## src/rtl/multicycle_control_if.sv

```systemverilog
// Variable-latency memory handshake between the multi-cycle control FSM and
// the instruction/data memories.
interface multicycle_control_if;
  logic imem_req_o;
  logic imem_ready_i;
  logic dmem_req_o;
  logic dmem_we_o;
  logic dmem_ready_i;

  modport master (
    output imem_req_o,
    output dmem_req_o,
    output dmem_we_o,
    input  imem_ready_i,
    input  dmem_ready_i
  );

  modport slave (
    input  imem_req_o,
    input  dmem_req_o,
    input  dmem_we_o,
    output imem_ready_i,
    output dmem_ready_i
  );
endinterface

```

## src/rtl/multicycle_control.sv

```systemverilog
// Main control FSM of the multi-cycle MIPS core: sequences fetch, decode,
// execute, memory and writeback, with a watchdog on memory handshakes.
module multicycle_control #(
  parameter int MEM_TIMEOUT = 16,
  parameter int CNT_W       = 8,
  parameter int STATE_W     = 4
) (
  input  logic                 clk_i,
  input  logic                 rst_i,
  multicycle_control_if.master mem,
  input  logic                 start_i,
  input  logic [5:0]           op_i,
  input  logic                 zero_i,
  output logic                 ir_write_o,
  output logic                 pc_write_o,
  output logic [1:0]           pc_src_o,
  output logic                 reg_write_o,
  output logic                 reg_dst_o,
  output logic                 mem_to_reg_o,
  output logic [1:0]           alu_src_b_o,
  output logic [1:0]           alu_op_o,
  output logic                 ext_op_o,
  output logic                 instr_done_o,
  output logic                 busy_o,
  output logic                 err_o,
  output logic [STATE_W-1:0]   state_o
);

  typedef enum logic [3:0] {
    S_IDLE   = 4'd0,
    S_FETCH  = 4'd1,
    S_DECODE = 4'd2,
    S_EXEC_R = 4'd3,
    S_EXEC_I = 4'd4,
    S_ADDR   = 4'd5,
    S_MEM_RD = 4'd6,
    S_MEM_WR = 4'd7,
    S_WB_R   = 4'd8,
    S_WB_I   = 4'd9,
    S_WB_MEM = 4'd10,
    S_BRANCH = 4'd11,
    S_JUMP   = 4'd12,
    S_ERR    = 4'd13
  } state_t;

  typedef struct packed {
    logic       imem_req;
    logic       dmem_req;
    logic       dmem_we;
    logic       ir_write;
    logic       pc_write;
    logic [1:0] pc_src;
    logic       reg_write;
    logic       reg_dst;
    logic       mem_to_reg;
    logic [1:0] alu_src_b;
    logic [1:0] alu_op;
    logic       ext_op;
    logic       instr_done;
    logic       busy;
    logic       err;
  } ctrl_t;

  localparam logic [5:0] OP_RTYPE = 6'h00;
  localparam logic [5:0] OP_LW    = 6'h23;
  localparam logic [5:0] OP_SW    = 6'h2B;
  localparam logic [5:0] OP_ADDI  = 6'h08;
  localparam logic [5:0] OP_ORI   = 6'h0D;
  localparam logic [5:0] OP_BEQ   = 6'h04;
  localparam logic [5:0] OP_J     = 6'h02;

  // Last wait cycle an access may spend without ready before the trap.
  localparam logic [CNT_W-1:0] WAIT_LAST = CNT_W'(MEM_TIMEOUT - 1);

  state_t           state_q, state_d;
  logic [CNT_W-1:0] cnt_q, cnt_d;
  ctrl_t            ctrl, ctrl_out;
  logic             waiting;

  // NOTE: sequential state uses non-blocking assignments so every register
  // samples the pre-edge values of the others; reset here is synchronous.
  always_ff @(posedge clk_i) begin
    if (rst_i) begin
      state_q <= S_IDLE;
      cnt_q   <= '0;
    end else begin
      state_q <= state_d;
      cnt_q   <= cnt_d;
    end
  end

  // NOTE: every signal driven here gets a default first, so no path through
  // the case statement can leave one unassigned and infer a latch.
  always_comb begin
    state_d = state_q;
    ctrl    = '0;
    ctrl.busy = (state_q != S_IDLE) && (state_q != S_ERR);

    unique case (state_q)
      S_IDLE: begin
        if (start_i) state_d = S_FETCH;
      end

      S_FETCH: begin
        ctrl.imem_req  = 1'b1;
        ctrl.alu_src_b = 2'd1;
        if (mem.imem_ready_i) begin
          ctrl.ir_write = 1'b1;
          ctrl.pc_write = 1'b1;
          state_d       = S_DECODE;
        end else if (cnt_q == WAIT_LAST) begin
          state_d = S_ERR;
        end
      end

      S_DECODE: begin
        ctrl.alu_src_b = 2'd2;
        ctrl.ext_op    = 1'b1;
        case (op_i)
          OP_RTYPE:      state_d = S_EXEC_R;
          OP_LW, OP_SW:  state_d = S_ADDR;
          OP_ADDI, OP_ORI: state_d = S_EXEC_I;
          OP_BEQ:        state_d = S_BRANCH;
          OP_J:          state_d = S_JUMP;
          default:       state_d = S_ERR;
        endcase
      end

      S_EXEC_R: begin
        ctrl.alu_op = 2'b10;
        state_d     = S_WB_R;
      end

      S_EXEC_I: begin
        ctrl.alu_src_b = 2'd2;
        // Only addi and ori reach here: addi adds signed, ori ors unsigned.
        if (op_i == OP_ADDI) begin
          ctrl.alu_op = 2'b00;
          ctrl.ext_op = 1'b1;
        end else begin
          ctrl.alu_op = 2'b11;
          ctrl.ext_op = 1'b0;
        end
        state_d = S_WB_I;
      end

      S_ADDR: begin
        ctrl.alu_src_b = 2'd2;
        ctrl.ext_op    = 1'b1;
        ctrl.alu_op    = 2'b00;
        state_d        = (op_i == OP_LW) ? S_MEM_RD : S_MEM_WR;
      end

      S_MEM_RD: begin
        ctrl.dmem_req = 1'b1;
        if (mem.dmem_ready_i)        state_d = S_WB_MEM;
        else if (cnt_q == WAIT_LAST) state_d = S_ERR;
      end

      S_MEM_WR: begin
        ctrl.dmem_req = 1'b1;
        ctrl.dmem_we  = 1'b1;
        if (mem.dmem_ready_i) begin
          ctrl.instr_done = 1'b1;
          state_d         = S_FETCH;
        end else if (cnt_q == WAIT_LAST) begin
          state_d = S_ERR;
        end
      end

      S_WB_R: begin
        ctrl.reg_write  = 1'b1;
        ctrl.reg_dst    = 1'b1;
        ctrl.instr_done = 1'b1;
        state_d         = S_FETCH;
      end

      S_WB_I: begin
        ctrl.reg_write  = 1'b1;
        ctrl.instr_done = 1'b1;
        state_d         = S_FETCH;
      end

      S_WB_MEM: begin
        ctrl.reg_write  = 1'b1;
        ctrl.mem_to_reg = 1'b1;
        ctrl.instr_done = 1'b1;
        state_d         = S_FETCH;
      end

      S_BRANCH: begin
        ctrl.alu_op     = 2'b01;
        ctrl.pc_write   = zero_i;
        ctrl.pc_src     = 2'd1;
        ctrl.instr_done = 1'b1;
        state_d         = S_FETCH;
      end

      S_JUMP: begin
        ctrl.pc_write   = 1'b1;
        ctrl.pc_src     = 2'd2;
        ctrl.instr_done = 1'b1;
        state_d         = S_FETCH;
      end

      S_ERR: begin
        ctrl.err = 1'b1;
      end

      default: begin
        state_d = S_ERR;
      end
    endcase
  end

  // The watchdog counts only while a request is held in place without ready.
  assign waiting = (state_q == S_FETCH) || (state_q == S_MEM_RD) || (state_q == S_MEM_WR);
  assign cnt_d   = (waiting && (state_d == state_q)) ? cnt_q + 1'b1 : '0;

  // Outputs are forced quiet in the reset cycle so no write fires mid-reset.
  assign ctrl_out = rst_i ? '0 : ctrl;

  assign mem.imem_req_o = ctrl_out.imem_req;
  assign mem.dmem_req_o = ctrl_out.dmem_req;
  assign mem.dmem_we_o  = ctrl_out.dmem_we;
  assign ir_write_o     = ctrl_out.ir_write;
  assign pc_write_o     = ctrl_out.pc_write;
  assign pc_src_o       = ctrl_out.pc_src;
  assign reg_write_o    = ctrl_out.reg_write;
  assign reg_dst_o      = ctrl_out.reg_dst;
  assign mem_to_reg_o   = ctrl_out.mem_to_reg;
  assign alu_src_b_o    = ctrl_out.alu_src_b;
  assign alu_op_o       = ctrl_out.alu_op;
  assign ext_op_o       = ctrl_out.ext_op;
  assign instr_done_o   = ctrl_out.instr_done;
  assign busy_o         = ctrl_out.busy;
  assign err_o          = ctrl_out.err;
  assign state_o        = rst_i ? '0 : STATE_W'(state_q);

endmodule

```

## src/flat_wrapper.sv

```systemverilog
// flat-port wrapper written by rule: the top's interface ports become plain ports
module multicycle_control_flat 
#(
  parameter int MEM_TIMEOUT = 16,
  parameter int CNT_W       = 8,
  parameter int STATE_W     = 4
)
  (clk_i, rst_i, start_i, op_i, zero_i, ir_write_o, pc_write_o, pc_src_o, reg_write_o, reg_dst_o, mem_to_reg_o, alu_src_b_o, alu_op_o, ext_op_o, instr_done_o, busy_o, err_o, state_o, mem_imem_req_o, mem_dmem_req_o, mem_dmem_we_o, mem_imem_ready_i, mem_dmem_ready_i);
  multicycle_control_if mem_i ();
  input  logic clk_i;
  input  logic rst_i;
  input  logic start_i;
  input  logic [5:0] op_i;
  input  logic zero_i;
  output logic ir_write_o;
  output logic pc_write_o;
  output logic [1:0] pc_src_o;
  output logic reg_write_o;
  output logic reg_dst_o;
  output logic mem_to_reg_o;
  output logic [1:0] alu_src_b_o;
  output logic [1:0] alu_op_o;
  output logic ext_op_o;
  output logic instr_done_o;
  output logic busy_o;
  output logic err_o;
  output logic [STATE_W-1:0] state_o;
  output wire logic [$bits(mem_i.imem_req_o)-1:0] mem_imem_req_o;
  output wire logic [$bits(mem_i.dmem_req_o)-1:0] mem_dmem_req_o;
  output wire logic [$bits(mem_i.dmem_we_o)-1:0] mem_dmem_we_o;
  input wire logic [$bits(mem_i.imem_ready_i)-1:0] mem_imem_ready_i;
  input wire logic [$bits(mem_i.dmem_ready_i)-1:0] mem_dmem_ready_i;
  assign mem_imem_req_o = mem_i.imem_req_o;
  assign mem_dmem_req_o = mem_i.dmem_req_o;
  assign mem_dmem_we_o = mem_i.dmem_we_o;
  assign mem_i.imem_ready_i = mem_imem_ready_i;
  assign mem_i.dmem_ready_i = mem_dmem_ready_i;
  multicycle_control #(.MEM_TIMEOUT(MEM_TIMEOUT), .CNT_W(CNT_W), .STATE_W(STATE_W)) u_core (.clk_i(clk_i), .rst_i(rst_i), .mem(mem_i), .start_i(start_i), .op_i(op_i), .zero_i(zero_i), .ir_write_o(ir_write_o), .pc_write_o(pc_write_o), .pc_src_o(pc_src_o), .reg_write_o(reg_write_o), .reg_dst_o(reg_dst_o), .mem_to_reg_o(mem_to_reg_o), .alu_src_b_o(alu_src_b_o), .alu_op_o(alu_op_o), .ext_op_o(ext_op_o), .instr_done_o(instr_done_o), .busy_o(busy_o), .err_o(err_o), .state_o(state_o));
endmodule
```

## config.mk

```make
export PLATFORM = sky130hd
export DESIGN_NAME = multicycle_control_flat
export DESIGN_NICKNAME = d
export VERILOG_FILES = /design/src/rtl/multicycle_control_if.sv /design/src/rtl/multicycle_control.sv /design/src/flat_wrapper.sv
export SDC_FILE = /design/constraint.sdc
export NUM_CORES = 1
export LEC_CHECK = 0
export ABC_AREA = 1
export CORE_UTILIZATION = 49
export CTS_BUF_LIST = sky130_fd_sc_hd__clkbuf_8 sky130_fd_sc_hd__clkbuf_16
export CTS_CLUSTER_DIAMETER = 80
export DETAILED_ROUTE_END_ITERATION = 16
export DONT_BUFFER_PORTS = 1
export PLACE_DENSITY_LB_ADDON = 0.2
export SKIP_LAST_GASP = 1
export SLEW_MARGIN = 5
export SYNTH_ARGS = -nofsm -noshare
export SYNTH_HDL_FRONTEND = slang
export SYNTH_SLANG_ARGS = --single-unit
export TNS_END_PERCENT = 10
```

## constraint.sdc

```tcl
create_clock -name clk_i -period 4.4 [get_ports clk_i]
set_input_delay 0.66 -clock clk_i [delete_from_list [all_inputs] [get_ports clk_i]]
set_output_delay 0.66 -clock clk_i [all_outputs]
set_load 0.01 [all_outputs]
```

==> results of run 1 <==
==> sequential cells by signal (all words and copies together), names as in the netlist <==
name and cells:
u_core.state_q 4, u_core.cnt_q 8
==> metal layers <==
metal / track usage (%) / share of wire (%) / vias to the layer above
li1: - / - / 590
met1: 29.0 / 44 / 514
met2: 38.9 / 47 / 49
met3: 6.30 / 8.6 / 3
met4: 5.00 / 0.72 / 0
met5: 0 / 0 / -
==> critical path, delay by kind of cell (launching register included) <==
kind                   cells  cell delay (ps)
AO/OA/AOI/OAI              1              320
buffers and inverters      2              300
flip-flops                 1              560
AND/OR/NAND/NOR            2              230
==> worst max-delay path by stage <==
stage | startpoint | endpoint | slack [ps] | cells after the start
after floorplan | rst_i | pc_write_o | 2120 | 5
after global placement | rst_i | pc_write_o | 2250 | 4
after detailed placement | rst_i | pc_write_o | 2220 | 4
after CTS | u_core.state_q[3]$_SDFF_PP0_ | pc_write_o | 2120 | 5
after global routing | u_core.state_q[1]$_SDFF_PP0_ | instr_done_o | 1910 | 6
final | u_core.state_q[1]$_SDFF_PP0_ | alu_src_b_o[1] | 2080 | 5
==> synthesized netlist by cell type, drive strengths merged <==
master / instances
o21bai: 1
nand4: 3
nand2: 42
and3: 1
o21ai: 7
o22ai: 1
a21oi: 5
nor3b: 1
xnor2: 3
clkbuf: 2
o31ai: 1
a211o: 1
a31oi: 2
a211oi: 1
ha: 1
xor2: 3
nand3b: 1
dfxtp: 12
nor2: 47
nand3: 21
inv: 24
buf: 2
nor3: 2
==> logic make-up after synthesis <==
family / synth area share [%]
fa+ha+maj: 1.20
xor+xnor: 5.02
compound gates: 10.5
buf+inv: 11.1
simple gates: 49.2
flops: 23.0
==> per-stage QoR <==
step	setup WS [ps]	util (%)	area, um2	instances
5_1_grt	1910	55.9	1110	211
6_report	2080	55.9	1110	211
3_3_place_gp	2250	53.2	1050	207
2_1_floorplan	2120	-	1050	184
3_5_place_dp	2220	53.2	1050	207
4_1_cts	2120	55.9	1110	211
==> cell type report <==
cell class	instances	area share (%)
well taps	27	3.05
flip-flops and latches	12	21.7
clock buffers	4	4.97
inverters	24	8.13
multi-input cells	144	62.2
==> power by group through the flow <==
stage / registers [mW] / logic [mW] / clock network [mW]
global placement: 0.124 / 0.0737 / 0
CTS: 0.121 / 0.0749 / 0.124
floorplan: 0.120 / 0.0687 / 0
detailed placement: 0.123 / 0.0745 / 0
global route: 0.122 / 0.0861 / 0.129
finish: 0.122 / 0.0756 / 0.121
==> impl_metrics.json, run 1 <==
{
  "status": "finished, final reports clean",
  "post_cts_resized": 0,
  "grt_max_degree": 19,
  "cp_common_cell": "inv_1",
  "crit_path_start_kind": "flip-flop",
  "fillCellCount": 195,
  "powerDensity_nw_per_um2": 288,
  "min_path_type": "flip-flop to flip-flop",
  "hold_viol": 0,
  "crit_slowest_cell": "dfxtp_1",
  "clkTransAtPathRegs_ps": 60,
  "synth_seq_cells": 12,
  "yosysTopAreaCellShare_pct": 23.0,
  "drt_wl_total_um": 2490,
  "power_mw": 0.319,
  "dp_hpwl_um": 1970,
  "setup_viol": 0,
  "drc": 0,
  "seq_area_frac_synth_pct": 23.0,
  "core_area_um2": 1980,
  "multi_input_comb_area_um2": 689,
  "postRouteAntennaNets": 0,
  "synth.distinct_cells": 28,
  "power_switching_mw": 0.104,
  "avgViaCountPerCell": 5.48,
  "p_leak_nw": 0.512,
  "r2r_end": "u_core.cnt_q[5]$_SDFF_PP0_",
  "hold_end": "u_core.cnt_q[0]$_SDFF_PP0_",
  "min_path_cells": 1,
  "p_comb_share_pct": 23.7,
  "die_h_um": 48.2,
  "max_freq_mhz": 431,
  "antenna_found_initial": 0,
  "grt_pass1_vias": 925,
  "slew_headroom_pct": 69.1,
  "worst_pin_slew_ps": 460,
  "fp.dieW_um": 48.2,
  "path_cells": "inv_1 > nand2_1 > nor2_1 > o31ai_1 > inv_1",
  "clock-sinks": 12,
  "cap_viol_max_count": 0,
  "synthToLayoutAreaGrowth_pct": 5.98,
  "final_cell_mix": "nor2_1 (41), nand2_1 (40), inv_1 (23)",
  "final_common_cell": "nor2_1",
  "cts_root_buf": "clkbuf_8",
  "grt_overflow": 0,
  "crit_fanout": 9,
  "insertion_delay_ps": 250,
  "start_util_pct": 52.8,
  "drt-pass1-iter-count": 4,
  "post-route-period-util_pct": 52.7,
  "rsz0062_at_grt": "false",
  "slew_viol_final": 0,
  "dieArea_um2": 2320,
  "grt_pass1_wl_um": 3740,
  "tritoncts": "done",
  "synth_fp_nets": 197,
  "path_class": "flip-flop to output port",
  "hold_buffers": 0,
  "synth_area_leaders": "dfxtp_1 (23%), nor2_1 (15%), nand2_1 (14%)",
  "crit_path_end_kind": "output port",
  "internal_power_mw": 0.215,
  "syn_area_per_cell_um2": 5.68,
  "syn_inst": 184,
  "tns_ps": 0,
  "p_sw_share_pct": 32.5,
  "fin_nets": 198,
  "rows": 16,
  "syn_area_um2": 1050,
  "gp_congestion": 0.922,
  "r2r-start": "u_core.state_q[1]$_SDFF_PP0_",
  "max_stage_delay_ps": 560,
  "synth_top_cell_by_area": "dfxtp_1",
  "crit_arrival_ps": 1660,
  "gr-usage-all-layers_pct": 23.0,
  "whs_ps": 443,
  "portBuffers": 0,
  "vias": 1156,
  "seq_power_share_pct": 38.2,
  "h-tree-depth": 1,
  "diodes": 0,
  "ys_warn_count": 0,
  "cts_setup_buffers": 0,
  "top_level_ports": 34,
  "drive_gt1_share_pct": 7.07,
  "ff2ff_setup_slack_ps": 2540,
  "clock_power_share_pct": 38.1,
  "min_from": "u_core.cnt_q[0]$_SDFF_PP0_",
  "fin_crit_ps": 2320,
  "peakVddDrop_mv": 0.254,
  "clock_path_buffers": 2,
  "cp.required_ps": 3740,
  "skew_ps": 7.24,
  "wire_per_inst_um": 11.8,
  "reg2reg_depth": 12,
  "cts_buffers": 3,
  "drtIter0Drc": 23,
  "seq_area_um2": 240
}
Note: power is estimated with default switching activity, not from simulation.
==> inputs of run 2 (changes only) <==
==> constraint.sdc (replaced) <==
create_clock -name clk_i -period 2.1 [get_ports clk_i]
set_input_delay 0.315 -clock clk_i [delete_from_list [all_inputs] [get_ports clk_i]]
set_output_delay 0.315 -clock clk_i [all_outputs]
set_load 0.01 [all_outputs]
==> run 2 against run 1 <==
Sequential cell count is the same. Sequential share of layout area grew 0.27 points. First-iteration DRC count grew 70%. Routed wire length shrank 1.3%. Worst setup slack lost 1900 ps. Count of clock-buffer cells in the layout shrank 1. Highest routed layer is now met3. Via count shrank 2.8%. Critical path depth is the same. Hold slack lost 300 ps. Largest power group unchanged.
==> impl_metrics.json, run 2 (same netlist as run 1, synthesis figures left out) <==
{
  "status": "finished, final reports clean",
  "top_regs": "u_core.cnt_q: 8 flops, u_core.state_q: 4 flops",
  "grt_overflow": 0,
  "min_path_type": "primary input to flip-flop",
  "path_class": "flip-flop to output port",
  "gp_congestion": 0.928,
  "clock-sinks": 12,
  "antenna_found_initial": 0,
  "dp_hpwl_um": 1980,
  "final_cell_mix": "nor2_1 (41), nand2_1 (40), inv_1 (23)",
  "portBuffers": 0,
  "drive_gt1_share_pct": 6.56,
  "cap_viol_max_count": 0,
  "setup_viol": 0,
  "grt_max_degree": 19,
  "skew_ps": 4.96,
  "peakVddDrop_mv": 0.398,
  "crit_slowest_cell": "dfxtp_1",
  "ff2ff_setup_slack_ps": 260,
  "clock_path_buffers": 2,
  "final_core_util_pct": 55.2,
  "vias": 1124,
  "cts_buffers": 3,
  "grt_pass1_vias": 907,
  "cp.required_ps": 1780,
  "seq_area_um2": 240,
  "drtIter0Drc": 39,
  "wire_per_inst_um": 11.7,
  "core_area_um2": 1980,
  "regMostFlops": "u_core.cnt_q",
  "p_leak_nw": 0.505,
  "rsz0062_at_grt": "false",
  "h-tree-depth": 1,
  "fillCellCount": 213,
  "avgViaCountPerCell": 5.35,
  "drt_wl_total_um": 2460,
  "multi_input_comb_area_um2": 689,
  "drt-pass1-iter-count": 4,
  "grt_pass1_wl_um": 3660,
  "hold_buffers": 0,
  "slew_viol_final": 0,
  "post_cts_resized": 0,
  "fin_nets": 198,
  "tritoncts": "done",
  "path_cells": "inv_1 > nor2_1 > nand2_1 > nor2_1 > a211o_1",
  "post-route-period-util_pct": 92.5,
  "postRouteAntennaNets": 0,
  "cp_common_cell": "nor2_1",
  "top_level_ports": 34,
  "fp.dieW_um": 48.2,
  "cts_setup_buffers": 0,
  "die_h_um": 48.2,
  "insertion_delay_ps": 240,
  "powerDensity_nw_per_um2": 563,
  "drc": 0,
  "slew_headroom_pct": 68.8,
  "largest_reg_flops": 8,
  "crit_arrival_ps": 1630,
  "max_freq_mhz": 515,
  "crit_fanout": 5,
  "final_common_cell": "nor2_1",
  "dieArea_um2": 2320,
  "whs_ps": 139,
  "fin_crit_ps": 1940,
  "diodes": 0,
  "worst_pin_slew_ps": 464,
  "cts_root_buf": "clkbuf_8",
  "crit_path_end_kind": "output port",
  "start_util_pct": 52.8,
  "max_stage_delay_ps": 400,
  "rows": 16,
  "tns_ps": 0,
  "hold_viol": 0,
  "crit_path_start_kind": "flip-flop",
  "synthToLayoutAreaGrowth_pct": 4.67,
  "clkTransAtPathRegs_ps": 50,
  "gr-usage-all-layers_pct": 22.5
}
[run 2: metrics by stage]
stage / setup slack [ps] / cells / total power [mW] / area [um2]
6_report: 157 / 210 / 0.617 / 1090
5_1_grt: 38.9 / 210 / 0.651 / 1090
4_1_cts: 169 / 210 / 0.619 / 1090
3_5_place_dp: 320 / 207 / 0.415 / 1050
3_3_place_gp: 364 / 207 / 0.414 / 1050
2_1_floorplan: 511 / 184 / 0.395 / 1050
[run 2: worst max-delay path, delay by kind of cell (launching register included)]
family                 cells  cell delay [ps]
AO/OA/AOI/OAI              1              220
buffers and inverters      1              130
flip-flops                 1              400
AND/OR/NAND/NOR            3              640
[run 2: final timing paths]
| path | start | endpoint | cells past startpoint |
|---|---|---|---|
| setup / recovery | u_core.state_q[3]$_SDFF_PP0_ | pc_write_o | 5 |
| hold / removal | rst_i | u_core.state_q[1]$_SDFF_PP0_ | 1 |
| setup reg to reg | u_core.state_q[1]$_SDFF_PP0_ | u_core.cnt_q[4]$_SDFF_PP0_ | 12 |
| hold reg to reg | u_core.cnt_q[0]$_SDFF_PP0_ | u_core.cnt_q[0]$_SDFF_PP0_ | 1 |
[run 2: where the power goes]
part / total [mW] / switching [mW] / internal (mW)
combinational: 0.160 / 0.113 / 0.0477
clock: 0.202 / 0.0761 / 0.126
sequential: 0.254 / 0.0169 / 0.238
total: 0.617 / 0.206 / 0.411
[run 2: layer usage]
| metal | vias to the layer above | track usage, % | wire [um] |
|---|---|---|---|
| met3 | 0 | 8.15 | 181 |
| met4 | 0 | 3.89 | 0 |
| li1 | 589 | - | - |
| met2 | 37 | 36.5 | 1160 |
| met5 | - | 0 | 0 |
| met1 | 498 | 29.0 | 1120 |
[run 2: area by class of cell]
type / instances / area share (%)
multi-input combinational: 144 / 63.0
sequential: 12 / 21.9
inverter: 24 / 8.23
clock buffer: 3 / 3.77
tap: 27 / 3.09
